## config.mk

```make
export PLATFORM = sky130hd
export DESIGN_NAME = comparator_seq_flat
export DESIGN_NICKNAME = d
export VERILOG_FILES = /design/src/rtl/comparator_seq_if.sv /design/src/rtl/comparator_seq.sv /design/src/flat_wrapper.sv
export SDC_FILE = /design/constraint.sdc
export NUM_CORES = 1
export LEC_CHECK = 0
export CORE_MARGIN = 4
export CORE_UTILIZATION = 40
export CTS_CLUSTER_DIAMETER = 30
export DETAILED_ROUTE_END_ITERATION = 6
export GPL_TIMING_DRIVEN = 1
export PLACE_DENSITY = 0.67
export SLEW_MARGIN = 20
export SYNTH_ARGS = -nofsm -noshare
export SYNTH_HDL_FRONTEND = slang
export SYNTH_SLANG_ARGS = --single-unit
```

## constraint.sdc

```tcl
create_clock -name clock -period 6.6 [get_ports clock]
set_clock_uncertainty 0.2 [all_clocks]
set_input_delay 1.32 -clock clock [delete_from_list [all_inputs] [get_ports clock]]
set_output_delay 1.32 -clock clock [all_outputs]
set_load 0.05 [all_outputs]
```

## src/rtl/comparator_seq_if.sv

```systemverilog
// Request/response bundle for the sequential comparator: operands and
// operation in, busy/done/result back out.
interface comparator_seq_if #(
  parameter int WIDTH = 32
) ();
  logic             start;
  logic [WIDTH-1:0] a;
  logic [WIDTH-1:0] b;
  logic [2:0]       op;
  logic             is_signed;
  logic             busy;
  logic             done;
  logic             result;

  // Requester side: issues compares and observes completion.
  modport master (
    output start, a, b, op, is_signed,
    input  busy, done, result
  );

  // Comparator side.
  modport slave (
    input  start, a, b, op, is_signed,
    output busy, done, result
  );
endinterface

```

## src/rtl/comparator_seq.sv

```systemverilog
// Multi-cycle magnitude comparator. Walks the operands CHUNK bits per clock
// from the most significant chunk down, latching the first difference found.
// Signed compares are handled by flipping both sign bits at capture, which
// maps two's-complement ordering onto plain unsigned ordering.
module comparator_seq #(
  parameter int WIDTH      = 32,
  parameter int CHUNK      = 8,
  parameter int EARLY_EXIT = 1
) (
  input  logic             clock,
  input  logic             reset,
  comparator_seq_if.slave  bus
);

  localparam int NCHUNK = WIDTH / CHUNK;
  localparam int IDXW   = (NCHUNK > 1) ? $clog2(NCHUNK) : 1;

  localparam logic [WIDTH-1:0] MSB_MASK = WIDTH'(1) << (WIDTH - 1);

  localparam logic [2:0] OP_EQ = 3'b000;
  localparam logic [2:0] OP_GE = 3'b001;
  localparam logic [2:0] OP_LE = 3'b010;
  localparam logic [2:0] OP_GT = 3'b011;
  localparam logic [2:0] OP_LT = 3'b100;
  localparam logic [2:0] OP_NE = 3'b101;

  typedef enum logic [1:0] {
    IDLE = 2'd0,
    RUN  = 2'd1,
    DONE = 2'd2
  } state_t;

  state_t                         state;
  state_t                         state_nxt;
  logic [NCHUNK-1:0][CHUNK-1:0]   a_q;
  logic [NCHUNK-1:0][CHUNK-1:0]   b_q;
  logic [2:0]                     op_q;
  logic [IDXW-1:0]                idx_q;
  logic                           gt_q;
  logic                           lt_q;
  logic                           result_q;

  logic [CHUNK-1:0]               chunk_a;
  logic [CHUNK-1:0]               chunk_b;
  logic                           gt_nxt;
  logic                           lt_nxt;
  logic                           last;
  logic                           res_nxt;
  logic                           accept;

  // A new request is taken whenever no compare is in flight.
  assign accept = bus.start && (state != RUN);

  // Current chunk compare; flags only change while no difference is recorded.
  always_comb begin
    // NOTE: every combinational output gets a default first so no path can leave it unassigned and infer a latch.
    chunk_a = a_q[idx_q];
    chunk_b = b_q[idx_q];
    gt_nxt  = gt_q;
    lt_nxt  = lt_q;
    if (!gt_q && !lt_q) begin
      gt_nxt = (chunk_a > chunk_b);
      lt_nxt = (chunk_a < chunk_b);
    end
    last = (idx_q == '0) || ((EARLY_EXIT != 0) && (gt_nxt || lt_nxt));
  end

  // Map the final ordering flags onto the requested operation.
  always_comb begin
    res_nxt = 1'b0;
    case (op_q)
      OP_EQ:   res_nxt = !gt_nxt && !lt_nxt;
      OP_GE:   res_nxt = !lt_nxt;
      OP_LE:   res_nxt = !gt_nxt;
      OP_GT:   res_nxt = gt_nxt;
      OP_LT:   res_nxt = lt_nxt;
      OP_NE:   res_nxt = gt_nxt || lt_nxt;
      default: res_nxt = 1'b0;
    endcase
  end

  // Next-state logic for the IDLE -> RUN -> DONE sequence.
  always_comb begin
    state_nxt = state;
    case (state)
      IDLE:    if (bus.start) state_nxt = RUN;
      RUN:     if (last)      state_nxt = DONE;
      DONE:    state_nxt = bus.start ? RUN : IDLE;
      default: state_nxt = IDLE;
    endcase
  end

  // State register.
  always_ff @(posedge clock) begin
    // NOTE: sequential state uses non-blocking assignments so every register samples pre-edge values.
    if (reset) state <= IDLE;
    else       state <= state_nxt;
  end

  // Operand capture, chunk walk and result register.
  always_ff @(posedge clock) begin
    if (reset) begin
      a_q      <= '0;
      b_q      <= '0;
      op_q     <= '0;
      idx_q    <= '0;
      gt_q     <= 1'b0;
      lt_q     <= 1'b0;
      result_q <= 1'b0;
    end else if (accept) begin
      a_q   <= bus.a ^ (bus.is_signed ? MSB_MASK : '0);
      b_q   <= bus.b ^ (bus.is_signed ? MSB_MASK : '0);
      op_q  <= bus.op;
      idx_q <= IDXW'(NCHUNK - 1);
      gt_q  <= 1'b0;
      lt_q  <= 1'b0;
    end else if (state == RUN) begin
      gt_q <= gt_nxt;
      lt_q <= lt_nxt;
      if (last) result_q <= res_nxt;
      else      idx_q    <= idx_q - IDXW'(1);
    end
  end

  assign bus.busy   = (state == RUN);
  assign bus.done   = (state == DONE);
  assign bus.result = result_q;

endmodule

```

## src/flat_wrapper.sv

```systemverilog
// flat-port wrapper written by rule: the top's interface ports become plain ports
module comparator_seq_flat 
#(
  parameter int WIDTH      = 32,
  parameter int CHUNK      = 8,
  parameter int EARLY_EXIT = 1
)
  (clock, reset, bus_start, bus_a, bus_b, bus_op, bus_is_signed, bus_busy, bus_done, bus_result);
  comparator_seq_if #(.WIDTH(WIDTH)) bus_i ();
  input  logic clock;
  input  logic reset;
  input wire logic [$bits(bus_i.start)-1:0] bus_start;
  input wire logic [$bits(bus_i.a)-1:0] bus_a;
  input wire logic [$bits(bus_i.b)-1:0] bus_b;
  input wire logic [$bits(bus_i.op)-1:0] bus_op;
  input wire logic [$bits(bus_i.is_signed)-1:0] bus_is_signed;
  output wire logic [$bits(bus_i.busy)-1:0] bus_busy;
  output wire logic [$bits(bus_i.done)-1:0] bus_done;
  output wire logic [$bits(bus_i.result)-1:0] bus_result;
  assign bus_i.start = bus_start;
  assign bus_i.a = bus_a;
  assign bus_i.b = bus_b;
  assign bus_i.op = bus_op;
  assign bus_i.is_signed = bus_is_signed;
  assign bus_busy = bus_i.busy;
  assign bus_done = bus_i.done;
  assign bus_result = bus_i.result;
  comparator_seq #(.WIDTH(WIDTH), .CHUNK(CHUNK), .EARLY_EXIT(EARLY_EXIT)) u_core (.clock(clock), .reset(reset), .bus(bus_i));
endmodule
```

==> run summary <==
status: finished clean
first-pass GRT wire length: 12540 um
Rows: 32
# port buffers: 73
period utilization: 54.89%
Clock Path Buffers: 2
Post-synth top flop: dfxtp_1
critical path's most frequent cell: a21oi_1
Seq cells post-synth: 74
Final Hold Fails: 0
Mapped Area: 3291 um2
hold path depth: 2
Clk pin slew, worst setup/hold paths: 0.07 ns
Distinct cells, synth: 31
die area: 9742 um2
clock power share: 32.5%
Vias/cell: 5.013
FF-to-FF path depth: 8
Power per Cell Area: 243.8 nW/um2
YS warnings: 0
Hold Buf Count CTS: 0
Synth Area per Inst: 8.373 um2
r2r startpoint: u_core.idx_q[1]$_SDFFE_PP0P_
largest net degree at the start of global routing: 75
syn_nets: 473
Gate power share: 19.1%
CTS-repair resized insts: 0
post-synth top area cell: dfxtp_1
Total GRT Usage: 15.98%
f_max: 276.0 MHz
post-CTS setup buffers: 0
residual DRC count: 0
I/O Pins: 74
Final TNS setup: 0 ns
Crit path required time: 6.66 ns
Final Total Pwr: 1.035 mW
share of layout cells above drive strength 1: 8.571%
Post-synth EDFFs: 0
Max VDD drop: 102.7 uV
max cap viols: 0
antenna violations before repair: 0
Async SR Flop Fraction: 0%
multi-input logic area: 1663 um2
Slew @ Worst Pin: 0.9695 ns
max incr delay on CP: 0.96 ns
Core ar.: 7848 um2
vias after detailed routing: 2792
HPWL after DPL: 5294 um
Post-layout nets: 531
CP Capture Type: flip-flop
DP Area: 4056 um2
worst hold path class: reg2reg
clock sinks: 74
maximum fanout along the worst path: 18
Switch Pwr: 0.2763 mW
Num CTS Buffers: 9
RR Endpoint: u_core.idx_q[1]$_SDFFE_PP0P_
Hold Path Sink: u_core.a_q[13]$_SDFFE_PP0P_
Root Driver: clkbuf_8
crit path from: u_core.idx_q[1]$_SDFFE_PP0P_
critical-path cell list: mux4_2, ha_1, a21oi_1, o21ai_1, o31ai_2, or4_4, or2_0, a21oi_1
LEAKAGE: 1.576 nW
Final Cell Area: 4244 um2
register area share after synthesis: 45.02%
diode count: 0
top cell type's share of synthesized area: 45.02%
Area contributors post-synth: dfxtp_1 (45%), nand2_1 (16%), a21oi_1 (11%)
startpoint types: flip-flop
Net Sw Frac: 26.70%
Top Family by Delay on Critical Path: flip-flops
Initial Util: 41.93%
unrepaired setup endpoints after global routing: false
Total Wirelength: 7581 um
FF-to-FF setup slack: 2.98 ns
Starting DRT DRC Count: 134
Seq pwr share: 48.4%
placer's final routability congestion estimate: 0.7882
WS Path Type: reg2reg
Crit-path slowest cell: dfxtp_1
DIE WIDTH: 98.70 um
WP data arrival: 3.69 ns
Mapped Cells: 393
Overflow after GRT: 0
Slew Limit Fails: 0
drt pass-1 iters: 4
Slew headroom: 35.28%
HP Start: u_core.a_q[13]$_SDFFE_PP0P_
Setup Viol. Count Final: 0
Wirelength per Cell: 13.61 um
die height: 98.70 um
Final ANT Viol Nets: 0
H-Tree Depth: 3
vias in the first global route: 2643
Layout area overhead: 28.97%
min cycle time layout: 3.623 ns
Worst-Skew Late Latency: 0.33 ns
Crit path depth: 8
CP bufs+invs: 0
P_int: 0.7586 mW
CTS tree: yes
register area: 1483 um2
Filler Cell Count: 777
-- cells in the final DEF (no fill, tap or decap), types with 2 or more instances in the layout --
master           synthesis  routed
clkbuf_8                 0      10
o21ai_0                  2       2
nand2b_1                 3       3
ha_1                     9       9
nor2_1                   8       8
inv_1                   14      14
dfxtp_1                 74      73
nand4_1                  2       2
a21oi_1                 73      73
clkinv_2                 0       2
clkbuf_1                25       2
a211oi_1                 3       3
o211ai_1                 2       2
nand3_1                  2       2
mux4_2                  16      16
clkdlybuf4s50_1          0      72
xnor2_1                  2       2
nor2b_1                  4       4
o21ai_1                  2       2
nand2_1                137     136
-- per-layer routing --
layer | up-vias | part of all wire, % | wire (um) | global-route usage [%]
li1 | 1437 | - | - | -
met1 | 1297 | 45 | 3426 | 20.66
met2 | 53 | 50 | 3779 | 26.16
met3 | 5 | 4.3 | 327 | 4.034
met4 | 0 | 0.62 | 47 | 5.357
met5 | - | 0 | 0 | 0
-- final cells by class --
type	instances	share of cell area (%)
tap	102	3.007
timing repair buffer	74	17.28
clock buffer	12	3.420
inverter	14	1.238
clock inverter	3	0.9434
sequential	74	34.94
multi-input combinational	278	39.18
-- cell families (layout without fill, tap and decap cells) --
family / count (synthesis) / in the layout / synth area share [%]
xor gates and xnor gates: 2 / 2 / 0.5324
muxes: 17 / 17 / 11.25
AOI/OAI and AO/OA: 89 / 89 / 15.25
adders and majority gates: 9 / 9 / 3.422
buffers and inverters: 41 / 103 / 4.753
DFF: 74 / 74 / 45.02
and+or+nand+nor: 161 / 161 / 19.77
-- worst min-delay path, stage by stage (launching register included) --
cell and delay, ns:
dfxtp_1 0.31, nand2_1 0.05, a21oi_1 0.05
-- per-stage QoR --
stage               hold WS (ns)  setup slack [ns]  instances  util (%)
detailed placement        0.2465             2.846        542     51.69
finish                    0.2526             2.977        557     54.08
global route              0.2736             2.779        557     54.08
CTS                       0.2542             2.804        557     54.05
global placement          0.2386             2.942        542     51.63
floorplan                 0.2319             3.356        393         -
-- state kept, by name, indices dropped and copies added (netlist names) --
register and flops:
u_core.a_q 32, u_core.b_q 32, u_core.bus.result 1, u_core.lt_q 1, u_core.state 2, u_core.gt_q 1, u_core.op_q 3, u_core.idx_q 2
-- synthesized netlist by cell type (all sizes together) (3+ instances only) --
library cell    n
nor2b           5
mux4           16
o211ai          3
nand2         137
nand2b          3
nor2            8
clkbuf         25
ha              9
o21ai           4
dfxtp          74
a21oi          74
inv            14
a211oi          3
-- how the worst max path moves through the flow --
stage	end	slack (ns)
after floorplan	u_core.bus.result$_SDFFE_PP0P_	3.36
after global placement	u_core.bus.result$_SDFFE_PP0P_	2.94
after detailed placement	u_core.idx_q[1]$_SDFFE_PP0P_	2.85
after CTS	u_core.idx_q[1]$_SDFFE_PP0P_	2.80
after global routing	u_core.idx_q[1]$_SDFFE_PP0P_	2.78
final	u_core.idx_q[1]$_SDFFE_PP0P_	2.98
-- power by group through the flow --
stage,registers [mW],clock network [mW],logic [mW]
2_1_floorplan,0.497,0,0.136
3_3_place_gp,0.510,0,0.192
3_5_place_dp,0.511,0,0.199
4_1_cts,0.501,0.342,0.200
5_1_grt,0.505,0.365,0.219
6_report,0.501,0.337,0.198
No activity file was read; power rests on OpenSTA's default activity.
==> variant (same flow settings) <==
Re-encode `state_t` (3 states) as one-hot, 3 bits wide.
--- a/src/rtl/comparator_seq.sv
+++ b/src/rtl/comparator_seq.sv
@@ -24,10 +24,10 @@
   localparam logic [2:0] OP_LT = 3'b100;
   localparam logic [2:0] OP_NE = 3'b101;
 
-  typedef enum logic [1:0] {
-    IDLE = 2'd0,
-    RUN  = 2'd1,
-    DONE = 2'd2
+  typedef enum logic [2:0] {
+    IDLE = 3'b001,
+    RUN  = 3'b010,
+    DONE = 3'b100
   } state_t;
 
   state_t                         state;
Behaviour: same outputs for any inputs over 10 cycles, from zero or initial values and one cycle with reset high; not proved beyond that.
==> variant against the original RTL <==
Worst setup slack improved by 0.088 ns. Wire length fell by 1.0%. Design area up 3.4%. Area after synthesis grew 4.0%. Power shrank 0.10%. Sequential cell count rose by 1. Highest routed layer unchanged. Global-route usage shrank 0.63 points. Sequential share of layout area shrank 0.68 points. Cell count rose by 2.7%.
==> variant: results (changes against the original RTL) <==
metric,value,unit,change
crit_type,flip-flop to output port,,
placed_area,4180,sq um,+3.1%
clkbuf_count,10,,-2
dp_slack,3.07,ns,+0.222 ns
multi_input_gates,290,,+4.3%
sw_frac_of_total,26.3,%,-0.38 points
dp.cells,556,,+2.6%
inverters,10,,-4
grt_max_degree,76,,+1.3%
largestRegisters,"u_core.a_q (32), u_core.b_q (32)",,
grt_pass1_wl,12.3,mm,-1.9%
drt-pass1-iter-count,4,,unchanged
buffer_area_share,17.1,%,-0.22 points
wl_per_cell,13.1,microns,-3.6%
path_delay_family,buffers and inverters,,
status,"finished, final reports clean",,
post-dp-hpwl,5.33,mm,+0.72%
synth_cell_type_count,42,,+35%
critical-path-slowest-cell,clkdlybuf4s50_1,,
synthesis.nets,483,,+2.1%
powerDensity,236,nW/um^2,-3.4%
synthTopCellsByArea,"dfxtp_1 (44%), nand2_1 (15%), a21oi_1 (11%)",,
drt_iter0_markers,96,,-28%
muxShareOfSynthArea,11.3,%,about the same
drive_gt1_share,10.5,%,+1.9 points
synth_xor_area_share,0.768,%,+0.24 points
grt.total_usage,15.4,%,-0.63 points
synthAdderAreaFrac,3.29,%,-0.13 points
nets,542,,+2.1%
vias_per_cell,5.03,,+0.27%
grt_pass1_vias,2680,,+1.4%
ys_seq_elements,75,,+1.4%
max_stage_delay,0.88,ns,-0.08 ns
instances_no_fill,572,,+2.7%
clk-power,0.353,mW,+5%
regArea,1500,sq um,+1.4%
synth.top_cells.by_count,"nand2_1 (136), dfxtp_1 (75), a21oi_1 (73), mux4_2 (16), clkbuf_1 (15)",,
arrival,2.01,ns,-1.68 ns
p_sw,0.272,mW,-1.5%
crit_path_max_fanout,8,,-10
==> variant: cells by family after synthesis <==
kind of cell | after synthesis
xor gates and xnor gates | 3
muxes | 18
adders and majority gates | 9
AOI/OAI and AO/OA | 92
and+or+nand+nor | 168
DFF | 75
buffers and inverters | 38
==> variant: path summary, 6_finish.rpt <==
| kind | start | end | slack [ns] | cells after the start |
|---|---|---|---|---|
| worst max-delay path | u_core.state[1] | bus_busy | 3.07 | 2 |
| worst min-delay path | u_core.a_q[18] | u_core.a_q[18] | 0.25 | 2 |
| worst max register to register | u_core.idx_q[1] | u_core.bus.result | 3.23 | 8 |
| worst min register to register | u_core.a_q[18] | u_core.a_q[18] | 0.25 | 2 |
==> variant: tightest hold or removal path: stages, from the launching register on <==
cell and delay [ns]:
dfxtp_1 0.31, nand2_1 0.05, a21oi_1 0.05
==> variant: per-layer routing <==
metal	routed length (microns)	GRT usage [%]
met5	0	0
met4	117	5.60
met3	351	3.81
met2	3670	24.9
met1	3370	19.9
